==> config.mk <==
export PLATFORM = sky130hd
export DESIGN_NAME = arb_hold_lsb_flat
export DESIGN_NICKNAME = d
export VERILOG_FILES = /design/src/rtl/arb_hold_lsb_pkg.sv /design/src/rtl/arb_hold_lsb_if.sv /design/src/rtl/arb_lsb_pick.sv /design/src/rtl/arb_hold_lsb.sv /design/src/flat_wrapper.sv
export SDC_FILE = /design/constraint.sdc
export NUM_CORES = 1
export LEC_CHECK = 0
export ABC_AREA = 0
export CELL_PAD_IN_SITES_DETAIL_PLACEMENT = 2
export CELL_PAD_IN_SITES_GLOBAL_PLACEMENT = 2
export CORE_UTILIZATION = 25
export DETAILED_ROUTE_END_ITERATION = 12
export PLACE_DENSITY = 0.74
export RECOVER_POWER = 25
export SETUP_SLACK_MARGIN = 0.02
export SYNTH_ARGS = -nofsm -noshare
export SYNTH_HDL_FRONTEND = slang
export SYNTH_SLANG_ARGS = --single-unit
==> constraint.sdc <==
create_clock -name clk -period 1.7 [get_ports clk]
set_input_delay 0.17 -clock clk [delete_from_list [all_inputs] [get_ports clk]]
set_output_delay 0.17 -clock clk [all_outputs]
set_load 0.01 [all_outputs]
==> src/rtl/arb_hold_lsb_pkg.sv <==
// arb_hold_lsb_pkg: shared arbiter state type and one-hot to index encode
package arb_hold_lsb_pkg;
  localparam int OH_MAX = 256;
  localparam int IDX_MAX_W = 8;
  typedef enum logic {IDLE, HOLD} arb_state_e;
  function automatic logic [IDX_MAX_W-1:0] oh2idx(input logic [OH_MAX-1:0] oh);
    logic [IDX_MAX_W-1:0] idx;
    idx = '0;
    for (int i = 0; i < OH_MAX; i++) idx |= oh[i] ? IDX_MAX_W'(i) : '0;
    return idx;
  endfunction
endpackage

==> src/rtl/arb_hold_lsb_if.sv <==
// arb_hold_lsb_if: request/grant bundle; master drives req/rel, slave drives gnt/gnt_vld/gnt_idx/timeout
interface arb_hold_lsb_if #(
  parameter int REQ_WIDTH = 16,
  parameter int IDX_W = $clog2(REQ_WIDTH)
);
  logic [REQ_WIDTH-1:0] req;
  logic rel;
  logic [REQ_WIDTH-1:0] gnt;
  logic gnt_vld;
  logic [IDX_W-1:0] gnt_idx;
  logic timeout;
  modport master (output req, rel, input gnt, gnt_vld, gnt_idx, timeout);
  modport slave (input req, rel, output gnt, gnt_vld, gnt_idx, timeout);
endinterface

==> src/rtl/arb_lsb_pick.sv <==
// arb_lsb_pick: combinational fixed-priority picker, bit 0 wins; req in, one-hot gnt out
module arb_lsb_pick #(
  parameter int REQ_WIDTH = 16
) (
  input  logic [REQ_WIDTH-1:0] req,
  output logic [REQ_WIDTH-1:0] gnt
);
  // lower[i] is set when any bit below i is requesting
  logic [REQ_WIDTH-1:0] lower;
  assign lower[0] = 1'b0;
  for (genvar i = 1; i < REQ_WIDTH; i++) begin : g_chain
    assign lower[i] = lower[i-1] | req[i-1];
  end
  assign gnt = req & ~lower;
endmodule

==> src/rtl/arb_hold_lsb.sv <==
// arb_hold_lsb: registered grant-holding LSB-first arbiter with hold-time limit
// clk/rst: clock and sync active-high reset; bus (slave): req/rel in, gnt/gnt_vld/gnt_idx/timeout out
module arb_hold_lsb #(
  parameter int REQ_WIDTH = 16,
  parameter int MAX_HOLD = 8
) (
  input logic clk,
  input logic rst,
  arb_hold_lsb_if.slave bus
);
  import arb_hold_lsb_pkg::*;
  localparam int IDX_W = $clog2(REQ_WIDTH);
  localparam int CNT_W = MAX_HOLD > 0 ? $clog2(MAX_HOLD + 1) : 1;
  localparam logic [CNT_W-1:0] CNT_MAX = CNT_W'(MAX_HOLD);
  localparam logic [CNT_W-1:0] CNT_LAST = CNT_W'(MAX_HOLD > 0 ? MAX_HOLD - 1 : 0);
  arb_state_e state, state_nxt;
  logic [REQ_WIDTH-1:0] pick, gnt_q, gnt_nxt;
  logic [IDX_W-1:0] pick_idx, idx_q, idx_nxt;
  logic [CNT_W-1:0] cnt_q, cnt_nxt;
  logic to_q, to_nxt, drop, expire, free;
  arb_lsb_pick #(.REQ_WIDTH(REQ_WIDTH)) u_pick (.req(bus.req), .gnt(pick));
  assign pick_idx = IDX_W'(oh2idx(OH_MAX'(pick)));
  always_comb begin
    drop = ~|(bus.req & gnt_q);
    expire = (MAX_HOLD != 0) && (cnt_q == CNT_LAST);
    free = bus.rel | drop | expire;
    state_nxt = state;
    gnt_nxt = gnt_q;
    idx_nxt = idx_q;
    cnt_nxt = cnt_q;
    to_nxt = 1'b0;
    if (state == IDLE) begin
      if (|bus.req) begin
        state_nxt = HOLD;
        gnt_nxt = pick;
        idx_nxt = pick_idx;
        cnt_nxt = '0;
      end
    end else if (free) begin
      state_nxt = IDLE;
      gnt_nxt = '0;
      idx_nxt = '0;
      cnt_nxt = '0;
      // flag only a release forced purely by the hold limit
      to_nxt = expire & ~bus.rel & ~drop;
    end else begin
      cnt_nxt = cnt_q == CNT_MAX ? cnt_q : cnt_q + 1'b1;
    end
  end
  always_ff @(posedge clk) begin
    if (rst) begin
      state <= IDLE;
      gnt_q <= '0;
      idx_q <= '0;
      cnt_q <= '0;
      to_q <= 1'b0;
    end else begin
      state <= state_nxt;
      gnt_q <= gnt_nxt;
      idx_q <= idx_nxt;
      cnt_q <= cnt_nxt;
      to_q <= to_nxt;
    end
  end
  assign bus.gnt = gnt_q;
  assign bus.gnt_vld = |gnt_q;
  assign bus.gnt_idx = idx_q;
  assign bus.timeout = to_q;
endmodule
==> src/flat_wrapper.sv <==
// flat-port wrapper written by rule: the top's interface ports become plain ports
module arb_hold_lsb_flat import arb_hold_lsb_pkg::*;
#(
  parameter int REQ_WIDTH = 16,
  parameter int MAX_HOLD = 8
)
  (clk, rst, bus_req, bus_rel, bus_gnt, bus_gnt_vld, bus_gnt_idx, bus_timeout);
  arb_hold_lsb_if #(.REQ_WIDTH(REQ_WIDTH)) bus_i ();
  input logic clk;
  input logic rst;
  input wire logic [$bits(bus_i.req)-1:0] bus_req;
  input wire logic [$bits(bus_i.rel)-1:0] bus_rel;
  output wire logic [$bits(bus_i.gnt)-1:0] bus_gnt;
  output wire logic [$bits(bus_i.gnt_vld)-1:0] bus_gnt_vld;
  output wire logic [$bits(bus_i.gnt_idx)-1:0] bus_gnt_idx;
  output wire logic [$bits(bus_i.timeout)-1:0] bus_timeout;
  assign bus_i.req = bus_req;
  assign bus_i.rel = bus_rel;
  assign bus_gnt = bus_i.gnt;
  assign bus_gnt_vld = bus_i.gnt_vld;
  assign bus_gnt_idx = bus_i.gnt_idx;
  assign bus_timeout = bus_i.timeout;
  arb_hold_lsb #(.REQ_WIDTH(REQ_WIDTH), .MAX_HOLD(MAX_HOLD)) u_core (.clk(clk), .rst(rst), .bus(bus_i));
endmodule
## Yosys cells after proc, flatten, opt, wreduce, memory -nomap -nowiden

Index checks and enable logic that the tools add are counted.

- Register bits after elaboration: 26
- Latch bits: 0
- Bits in writable memories: 0
- ROM bits: 0
- Input bits: 19
- Logic and storage cells: 84
- Memories kept: 0

- $add $sub $neg: 1
- Multipliers: 0
- Divide/modulo/power cells: 0
- $lt $le $gt $ge: 0
- Equality and inequality tests: 4
- Shift operators: 0
- Muxes and demuxes: 28
- Bitwise operators: 38
- Reduce and logical (&&, ||, !) cells: 8

Operator list:

| kind | count |
|---|---|
| $mux W4 | 15 |
| $or A4 B4 Y4 | 14 |
| $mux W16 | 3 |
| $reduce_or A16 Y1 | 3 |
| $and A16 B16 Y16 | 2 |
| $not A16 Y16 | 1 |
| $or A1 B1 Y1 | 16 |
| $mux W3 | 4 |
| $add A4 B1 Y4 const B | 1 |
| $eq A4 B3 Y1 const B | 1 |
| $eq A4 B4 Y1 const B | 1 |
| $mux W1 | 4 |
| $mux W2 | 2 |
| $reduce_and A2 Y1 | 2 |
| $ne A3 B3 Y1 const B | 1 |
| $not A1 Y1 | 3 |
| $reduce_or A3 Y1 | 1 |
| $and A1 B1 Y1 | 2 |
| $ne A2 B2 Y1 const B | 1 |
| $reduce_bool A2 Y1 | 1 |
| $logic_not A1 Y1 | 1 |

## Depth between registers and ports, before layout

Gate-level depths: netlist of the first run.

- Word-level depth: 33
- Gate-level depth with buffers: 7

## By module

A second synthesis of the first run with hierarchy kept.

- Cells, all modules: 143
- Area, all modules: 1346.3 µm²

Modules (own cells, without submodules):

| module | instances | cells an instance | area an instance (µm²) | sequential area each (µm²) |
|---|---|---|---|---|
| arb_hold_lsb | 1 | 113 | 1142.3 | 520.5 |
| arb_lsb_pick | 1 | 30 | 203.9 | 0.0 |

## Least setup slack after synthesis of the first run

OpenSTA, ideal clock, no wires.

- Kind: register to register
- Start: reg u_core.gnt_q[2], in the netlist u_core.bus.gnt[2]
- End: reg u_core.gnt_q[10], in the netlist u_core.bus.gnt[10]
- Library setup time: 0.118 ns
- Arrival time: 1.549 ns
- Path slack: 0.033 ns
- Cell stages (with the launch flop): 7
- Buffers on the path: 1
- Cell sequence: dfxtp_1 -> a22o_1 -> a221oi_1 -> nand4_2 -> a31oi_4 -> buf_4 -> o21ai_1

- Word-level cells in the longest chain between the ends: 7

Ends and longest elaborated chain:

| item | line | source |
|---|---|---|
| from (decl) | arb_hold_lsb.sv:17 | `logic [REQ_WIDTH-1:0] pick, gnt_q, gnt_nxt;` |
| from (signal assigned) | arb_hold_lsb.sv:59 | `gnt_q <= gnt_nxt;` |
| $and A16 B16 Y16 | arb_hold_lsb.sv:24 | `drop = ~\|(bus.req & gnt_q);` |
| $reduce_or A16 Y1 | arb_hold_lsb.sv:24 |  |
| $logic_not A1 Y1 | arb_hold_lsb.sv:24 |  |
| $or A1 B1 Y1 (2 in a row) | arb_hold_lsb.sv:26 | `free = bus.rel \| drop \| expire;` |
| $ne A2 B2 Y1 (no line) | n/a |  |
| $reduce_and A2 Y1 (no line) | n/a |  |

No other way between the ends.
A chain may end at the register's enable or synchronous reset.

## Worst setup path in the final report of the first run

- Start: reg u_core.gnt_q[0], in the netlist u_core.bus.gnt[0]
- End: reg u_core.cnt_q[1]

- Word-level cells in the longest chain between the ends: 7
- Elaborated cells on any way between the ends: 9
- Classes of those cells: eq/ne (1); mux (2); bitwise (3); reduce/logical (3)

Ends and longest elaborated chain:

| item | line | source |
|---|---|---|
| $and A16 B16 Y16 (*) | arb_hold_lsb.sv:24 |  |
| $reduce_or A16 Y1 (*) | arb_hold_lsb.sv:24 |  |
| $logic_not A1 Y1 (*) | arb_hold_lsb.sv:24 |  |
| $or A1 B1 Y1 (*) (2 in a row) | arb_hold_lsb.sv:26 |  |
| $ne A3 B3 Y1 (no line) or $mux W4 (tied branches) | n/a |  |
| $reduce_and A2 Y1 (no line) or $mux W4 (tied branches) | n/a |  |
| to (signal assigned) | arb_hold_lsb.sv:61 | `cnt_q <= cnt_nxt;` |
| to (decl) | arb_hold_lsb.sv:19 | `logic [CNT_W-1:0] cnt_q, cnt_nxt;` |

Every way passes the cells marked *; elsewhere a longest branch is shown, timed or not.

==> key figures, run 1 <==
Status
  • Outcome: complete, but fails checks
  • Failing checks: setup timing

Setup path
  • Slowest stage cell, crit path: dfxtp_2
  • Worst Path Arrival: 1.98 ns
  • CP peak stage delay: 0.36 ns
  • CP startpoint kind: flop
  • Reg2reg path depth: 6
  • Cells along the critical path: a22o_1 -> a221oi_2 -> nand4_2 -> buf_6 -> a22oi_1 -> a211oi_2
  • R2R setup slack: -0.1 ns
  • Crit-path max FO: 4
  • Setup crit end kind: flop
  • RR Endpoint: u_core.cnt_q[1]$_SDFFE_PP0P_
  • Crit path required time: 1.88 ns
  • RR Startpoint: u_core.bus.gnt[0]$_SDFFE_PP0P_
  • Crit path kind: reg2reg

Die
  • Ports: 41
  • DIE AREA: 6440 um2
  • DIE HEIGHT: 80.2 um
  • Core Box Area: 5920 um2
  • Site row count: 28
  • Initial cell density of the core: 25.8%
  • DIE WIDTH: 80.2 um

STA
  • Setup Skew: 0.00544 ns
  • Min Clock Period, post-route: 1.80 ns
  • Tightest Pin Transition: 0.423 ns
  • Crit share post-route: 106%
  • Fin Hold WS: 0.341 ns
  • Hold Vio Cnt, Final: 0
  • Worst Slack Setup Final: -0.0995 ns
  • Final setup fails: 23
  • Fmax: 0.556 GHz
  • RSZ-0062 raised after global routing: yes
  • Fin. max-slew vios: 0
  • Setup TNS after final layout: -1.32 ns
  • Max-slew headroom: 71.5%

Hold path
  • Min-Delay Endpoint: u_core.bus.gnt[8]$_SDFFE_PP0P_
  • Hold Path Depth: 3
  • Hold Crit Class: in2reg
  • Hold_sp: bus_req[8]

Detailed routing
  • Vias per inst: 5.49
  • Remaining antenna violation count after routing: 0
  • 1st-iter DRT viols: 81
  • DR vias: 1,931
  • Wire length per cell: 25.3 um
  • DRT Wirelength: 8900 um
  • DRC: 0
  • DR pass1 iterations: 4

Clock tree
  • CTS Buf Count: 3
  • Root Driver: clkbuf_8
  • Register clock-pin slew on the reported worst setup and hold paths: 0.10 ns
  • TritonCTS clock tree: built
  • Worst skew pair latency: 0.29 ns
  • CTS H-tree lvls: 1
  • Bufs on Longest Clock Path: 2
  • # clock sinks: 26

Finish
  • Commonest non-fill, non-tap cell in the layout: buf_4
  • # fillers: 644
  • Inserted Diodes: 0
  • Multi-input logic area: 1070 um2
  • Most frequent cells in the layout: buf_4, dfxtp_1, nand2b_1, clkdlybuf4s50_1, o21ai_1
  • Layout area overhead: 74.2%
  • Fin cells: 352
  • Fin nets: 299
  • Seq. cell area: 526 um2
  • Layout cells sized above 1: 36.1%

Placed design
  • GPL Wtd Cong: 0.870
  • Port Buffers: 40
  • DP Worst Slack: -0.556 ns
  • Placed cell count: 345
  • Final HPWL DP: 5970 um

GRT
  • Largest net degree at the start of global routing: 21
  • First-pass GRT wire length: 12,900 um
  • Total track usage: 27.8%
  • Gr ovfl total: 0
  • Antenna violations before repair: 0
  • Number of global-route vias before repair: 2,129

Pwr
  • PD cells: 558 nW/um2
  • Leakage: 1.05 nW
  • Power Total: 1.49 mW
  • Maximum VDD drop: 0.402 mV

Synthesis
  • Synth warn: 0
  • Main flop type after synthesis: dfxtp_1
  • Syn_nets: 201
  • Post-synth EDFFs: 0
  • Post-Syn Area: 1530 um2
  • Synthesized flop and latch total: 26
  • Mapped Cells: 180
  • Average size of a mapped cell: 8.50 um2
  • Netlist cell types: 46
  • Async SR Flop Fraction: 0%
  • Seq/Total Area, Yosys: 34.0%

Run
  • Max-cap viol count: 0
cell usage after synthesis (2+ instances only):
cell / count / area [um2]
o32ai_1: 2 / 17.5
a22oi_1: 2 / 15.0
nor3_1: 3 / 15.0
a221oi_1: 4 / 35.0
nor4_1: 6 / 37.5
o21ai_1: 14 / 70.1
nand3b_1: 4 / 30.0
a211oi_2: 2 / 25.0
ha_1: 2 / 25.0
nand4_1: 4 / 25.0
nand2_1: 10 / 37.5
buf_2: 2 / 10.0
nor4_4: 2 / 42.5
nand2b_1: 18 / 113
nor4b_1: 2 / 17.5
o2bb2ai_1: 3 / 26.3
a22o_1: 4 / 35.0
nand3_1: 10 / 50.1
a21oi_1: 5 / 25.0
o21ai_0: 3 / 15.0
a31oi_1: 3 / 18.8
inv_1: 9 / 33.8
nand4_2: 2 / 25.0
nor2_1: 10 / 37.5
clkbuf_1: 4 / 15.0
nor2b_1: 3 / 18.8
buf_4: 2 / 15.0
dfxtp_1: 26 / 521
o2111ai_1: 2 / 17.5
state kept, by name, indices dropped and copies added (netlist names):
register            cells
u_core.bus.gnt_idx      4
u_core.state            1
u_core.bus.gnt         16
u_core.cnt_q            4
u_core.bus.timeout      1
metal layers:
| layer | share of wire [%] | GRT usage [%] |
|---|---|---|
| met1 | 44 | 34.6 |
| met2 | 52 | 47.9 |
| met3 | 2.5 | 4.55 |
| met4 | 1.3 | 10.0 |
| met5 | 0 | 0 |
cell families (layout without fill, tap and decap cells):
| logic type | Yosys count | in the layout | share of synthesized area (%) |
|---|---|---|---|
| AND/OR/NAND/NOR | 82 | 82 | 33.5 |
| AO/OA/AOI/OAI | 52 | 52 | 25.4 |
| flip-flops | 26 | 26 | 34.0 |
| buffers and inverters | 17 | 114 | 4.82 |
| adder cells (fa/ha/maj) | 2 | 2 | 1.64 |
| XOR/XNOR | 1 | 1 | 0.572 |
worst max path at each step:
stage,endpoint,startpoint
detailed placement,u_core.bus.gnt[15]$_SDFFE_PP0P_,bus_req[12]
global route,u_core.bus.gnt[1]$_SDFFE_PP0P_,u_core.bus.gnt[0]$_SDFFE_PP0P_
floorplan,u_core.bus.gnt[10]$_SDFFE_PP0P_,u_core.bus.gnt[2]$_SDFFE_PP0P_
CTS,u_core.bus.gnt[9]$_SDFFE_PP0P_,bus_req[4]
finish,u_core.cnt_q[1]$_SDFFE_PP0P_,u_core.bus.gnt[0]$_SDFFE_PP0P_
global placement,u_core.cnt_q[3]$_SDFFE_PP0P_,bus_req[12]
cell type report:
cell class              instances  area share, %
multi-input cells             137           40.0
repair buffers                101           32.8
flip-flops and latches         26           19.7
well taps                      75           3.52
clock buffers                   3           1.55
inverters                       9           1.27
clock inverters                 1           1.13
where the power goes:
part / internal (mW) / switching, mW / total (mW)
clock: 0.316 / 0.237 / 0.554
combinational: 0.141 / 0.165 / 0.305
sequential: 0.617 / 0.0112 / 0.629
worst max-delay path, delay by kind of cell (launching register included):
family	cells	cell delay, ns
buffers and inverters	1	0.21
AOI/OAI and AO/OA	4	0.85
DFF	1	0.36
and+or+nand+nor	1	0.27
through the flow:
stage	utilization [%]	cell area (um2)
6_report	45.0	2670
3_3_place_gp	41.1	2430
2_1_floorplan	-	1530
3_5_place_dp	41.1	2430
4_1_cts	44.4	2630
5_1_grt	45.0	2670
timing repair:
item / 4_1_cts / 5_1_grt
hold buffers: 0 / 0
pin swaps: 11 / 7
endpoints found under the setup margin: 26 / 25
buffers inserted: 3 / 0
resized for setup: 36 / 12
No activity file was read; power rests on OpenSTA's default activity.
==> run 2: changes to the inputs <==
--- a/constraint.sdc
+++ b/constraint.sdc
@@ -3,2 +3,2 @@
 set_output_delay 0.17 -clock clk [all_outputs]
-set_load 0.01 [all_outputs]
+set_load 0.05 [all_outputs]
==> key figures, run 2 (synthesis results as in run 1) <==
Finish
  • Post-route cell area: 2470 um2 (was 2670 um2)
  • Inserted Diodes: 0 (unchanged)
  • Layout area overhead: 61.2% (was 74.2%)
  • # fillers: 655 (was 644)
  • Most frequent cells in the layout: buf_4, nand2b_1, dfxtp_1 (was buf_4, dfxtp_1, nand2b_1, clkdlybuf4s50_1, o21ai_1)
  • Layout cells sized above 1: 35.7% (was 36.1%)
  • Commonest non-fill, non-tap cell in the layout: buf_4 (unchanged)
  • Fin nets: 288 (was 299)
  • Max reg flops: 16 (unchanged)

Hold path
  • Hold Crit Class: in2reg (unchanged)

Die
  • Site row count: 28 (unchanged)
  • DIE AREA: 6440 um2 (unchanged)
  • DIE HEIGHT: 80.2 um (unchanged)
  • Core Box Area: 5920 um2 (unchanged)
  • DIE WIDTH: 80.2 um (unchanged)
  • Initial cell density of the core: 25.8% (unchanged)
  • Ports: 41 (unchanged)

STA
  • Final setup fails: 6 (was 23)
  • Min Clock Period, post-route: 1.71 ns (was 1.80 ns)
  • RSZ-0062 raised after global routing: yes (unchanged)
  • Setup Skew: 0.00175 ns (was 0.00544 ns)
  • Fin. max-slew vios: 0 (unchanged)
  • Hold Vio Cnt, Final: 0 (unchanged)
  • Tightest Pin Transition: 0.595 ns (was 0.423 ns)
  • Fmax: 0.585 GHz (was 0.556 GHz)
  • Max-slew headroom: 60.5% (was 71.5%)
  • Crit share post-route: 101% (was 106%)
  • Worst Slack Setup Final: -0.00887 ns (was -0.0995 ns)

Run
  • Max-cap viol count: 0 (unchanged)

GRT
  • Antenna violations before repair: 0 (unchanged)
  • First-pass GRT wire length: 10,700 um (was 12,900 um)
  • Largest net degree at the start of global routing: 23 (was 21)
  • Number of global-route vias before repair: 2,002 (was 2,129)
  • Gr ovfl total: 0 (unchanged)
  • Total track usage: 22.2% (was 27.8%)

Detailed routing
  • 1st-iter DRT viols: 59 (was 81)
  • Remaining antenna violation count after routing: 0 (unchanged)
  • Wire length per cell: 19.9 um (was 25.3 um)
  • DR vias: 1,811 (was 1,931)
  • DRT Wirelength: 6770 um (was 8900 um)
  • DR pass1 iterations: 4 (unchanged)
  • Vias per inst: 5.31 (was 5.49)
  • DRC: 0 (unchanged)

Clock tree
  • # clock sinks: 26 (unchanged)
  • Worst skew pair latency: 0.28 ns (was 0.29 ns)
  • Root Driver: clkbuf_8 (unchanged)
  • # hold bufs at CTS: 0 (unchanged)
  • TritonCTS clock tree: built (unchanged)
  • Register clock-pin slew on the reported worst setup and hold paths: 0.09 ns (was 0.10 ns)
  • CTS H-tree lvls: 1 (unchanged)
  • CTS Buf Count: 3 (unchanged)
  • Bufs on Longest Clock Path: 2 (unchanged)

Pwr
  • Reg power frac: 47.9% (was 42.3%)
  • Switching Share: 30.1% (was 27.8%)
  • Combinational group share of total power: 23.1% (was 20.5%)
  • Power Internal: 902 uW (was 1.07 mW)
  • Maximum VDD drop: 0.290 mV (was 0.402 mV)
  • NetSw: 388 uW (was 413 uW)
  • Power Total: 1.29 mW (was 1.49 mW)
  • PD cells: 523 nW/um2 (was 558 nW/um2)
  • Leakage: 0.952 nW (was 1.05 nW)
  • Clk pwr share: 29.0% (was 37.2%)

Setup path
  • Crit path required time: 1.87 ns (was 1.88 ns)
  • Buf/Inv on CP: 1 (unchanged)
  • Kind of cell adding the most delay to the critical path: compound AO/OA/AOI/OAI gates (unchanged)
  • Crit-path max FO: 12 (was 4)
  • Cells along the critical path: a22o_1 -> a221oi_2 -> nand4_2 -> a31oi_4 -> buf_12 -> o311ai_1 (was a22o_1 -> a221oi_2 -> nand4_2 -> buf_6 -> a22oi_1 -> a211oi_2)
  • CP startpoint kind: flop (unchanged)
  • CP peak stage delay: 0.36 ns (about the same)
  • Slowest stage cell, crit path: dfxtp_4 (was dfxtp_2)
  • Crit path kind: reg2reg (unchanged)
  • Worst Path Arrival: 1.88 ns (was 1.98 ns)
  • Setup crit end kind: flop (unchanged)

Placed design
  • Port Buffers: 40 (unchanged)
  • Final HPWL DP: 5110 um (was 5970 um)
  • GPL Wtd Cong: 0.828 (was 0.870)
  • Post-DP Area: 2370 um2 (was 2430 um2)

Status
  • Failing checks: setup timing (unchanged)
  • Outcome: complete, but fails checks (unchanged)
-- run 2: cell count changes in the layout (fill, tap and decap cells not counted), moves of 3 or more --
cell	change
nand3_2	-3
clkdlybuf4s50_1	-8
clkbuf_1	+6
dlygate4sd3_1	-6
dfxtp_1	-7
dfxtp_4	+8
nand3_1	+3
-- run 2: what timing repair did --
action | CTS | global route
endpoints found under the hold margin | 0 | 0
endpoints found under the setup margin | 25 | 26
pin swaps | 3 | 3
gates resized for setup | 19 | 6
setup buffers | 2 | 0
-- run 2: metal layers --
metal	track usage (%)	part of all wire, %	vias to the layer above
met5	0	0	-
met4	6.79	2.0	0
met3	2.27	3.1	11
met2	39.4	50	40
met1	28.0	45	905
li1	-	-	855
-- run 2: final timing paths --
check | from | depth (start not counted) | slack (ns) | endpoint
setup / recovery | u_core.bus.gnt[12]$_SDFFE_PP0P_ | 6 | -0.009 | u_core.bus.gnt_idx[0]$_SDFFE_PP0P_
hold / removal | bus_req[6] | 2 | 0.32 | u_core.bus.gnt[6]$_SDFFE_PP0P_
setup reg to reg | u_core.bus.gnt[12]$_SDFFE_PP0P_ | 6 | -0.009 | u_core.bus.gnt_idx[0]$_SDFFE_PP0P_
hold reg to reg | u_core.bus.gnt_idx[3]$_SDFFE_PP0P_ | 2 | 0.48 | u_core.bus.gnt_idx[3]$_SDFFE_PP0P_
-- run 2: layout make-up --
cell class                      count  area, um2  share of cell area (%)
Tap cell                           75       93.8                    3.81
Inverter                            9       33.8                    1.37
Multi-Input combinational cell    137       1010                    41.0
Timing Repair Buffer               90        727                    29.5
Sequential cell                    26        554                    22.5
Clock buffer                        3       41.3                    1.67
Clock inverter                      1       3.75                   0.152
-- run 2: power by group through the flow --
stage | Sequential, mW | Combinational [mW] | Clock [mW]
final | 0.618 | 0.298 | 0.374
after global routing | 0.619 | 0.316 | 0.411
after CTS | 0.618 | 0.296 | 0.387
after detailed placement | 0.632 | 0.286 | 0
after global placement | 0.632 | 0.281 | 0
after floorplan | 0.647 | 0.0939 | 0
-- run 2: through the flow --
step                      worst slack, ns  std cells  TNS, ns  util (%)  hold WS, ns
after floorplan                    0.0285        180        0         -        0.284
after global placement             -0.377        335    -8.54      40.0        0.453
after detailed placement           -0.429        335    -9.47      40.0        0.473
after CTS                         -0.0165        341  -0.0884      41.6        0.370
after global routing               -0.108        341    -1.83      41.7        0.323
final                            -0.00887        341  -0.0252      41.7        0.318
==> run 3: changes to the inputs <==
- HOLD_SLACK_MARGIN: not set -> 0.15
==> results of run 3 <==
No change in the layout: final DEF, timing and power equal those of run 2.
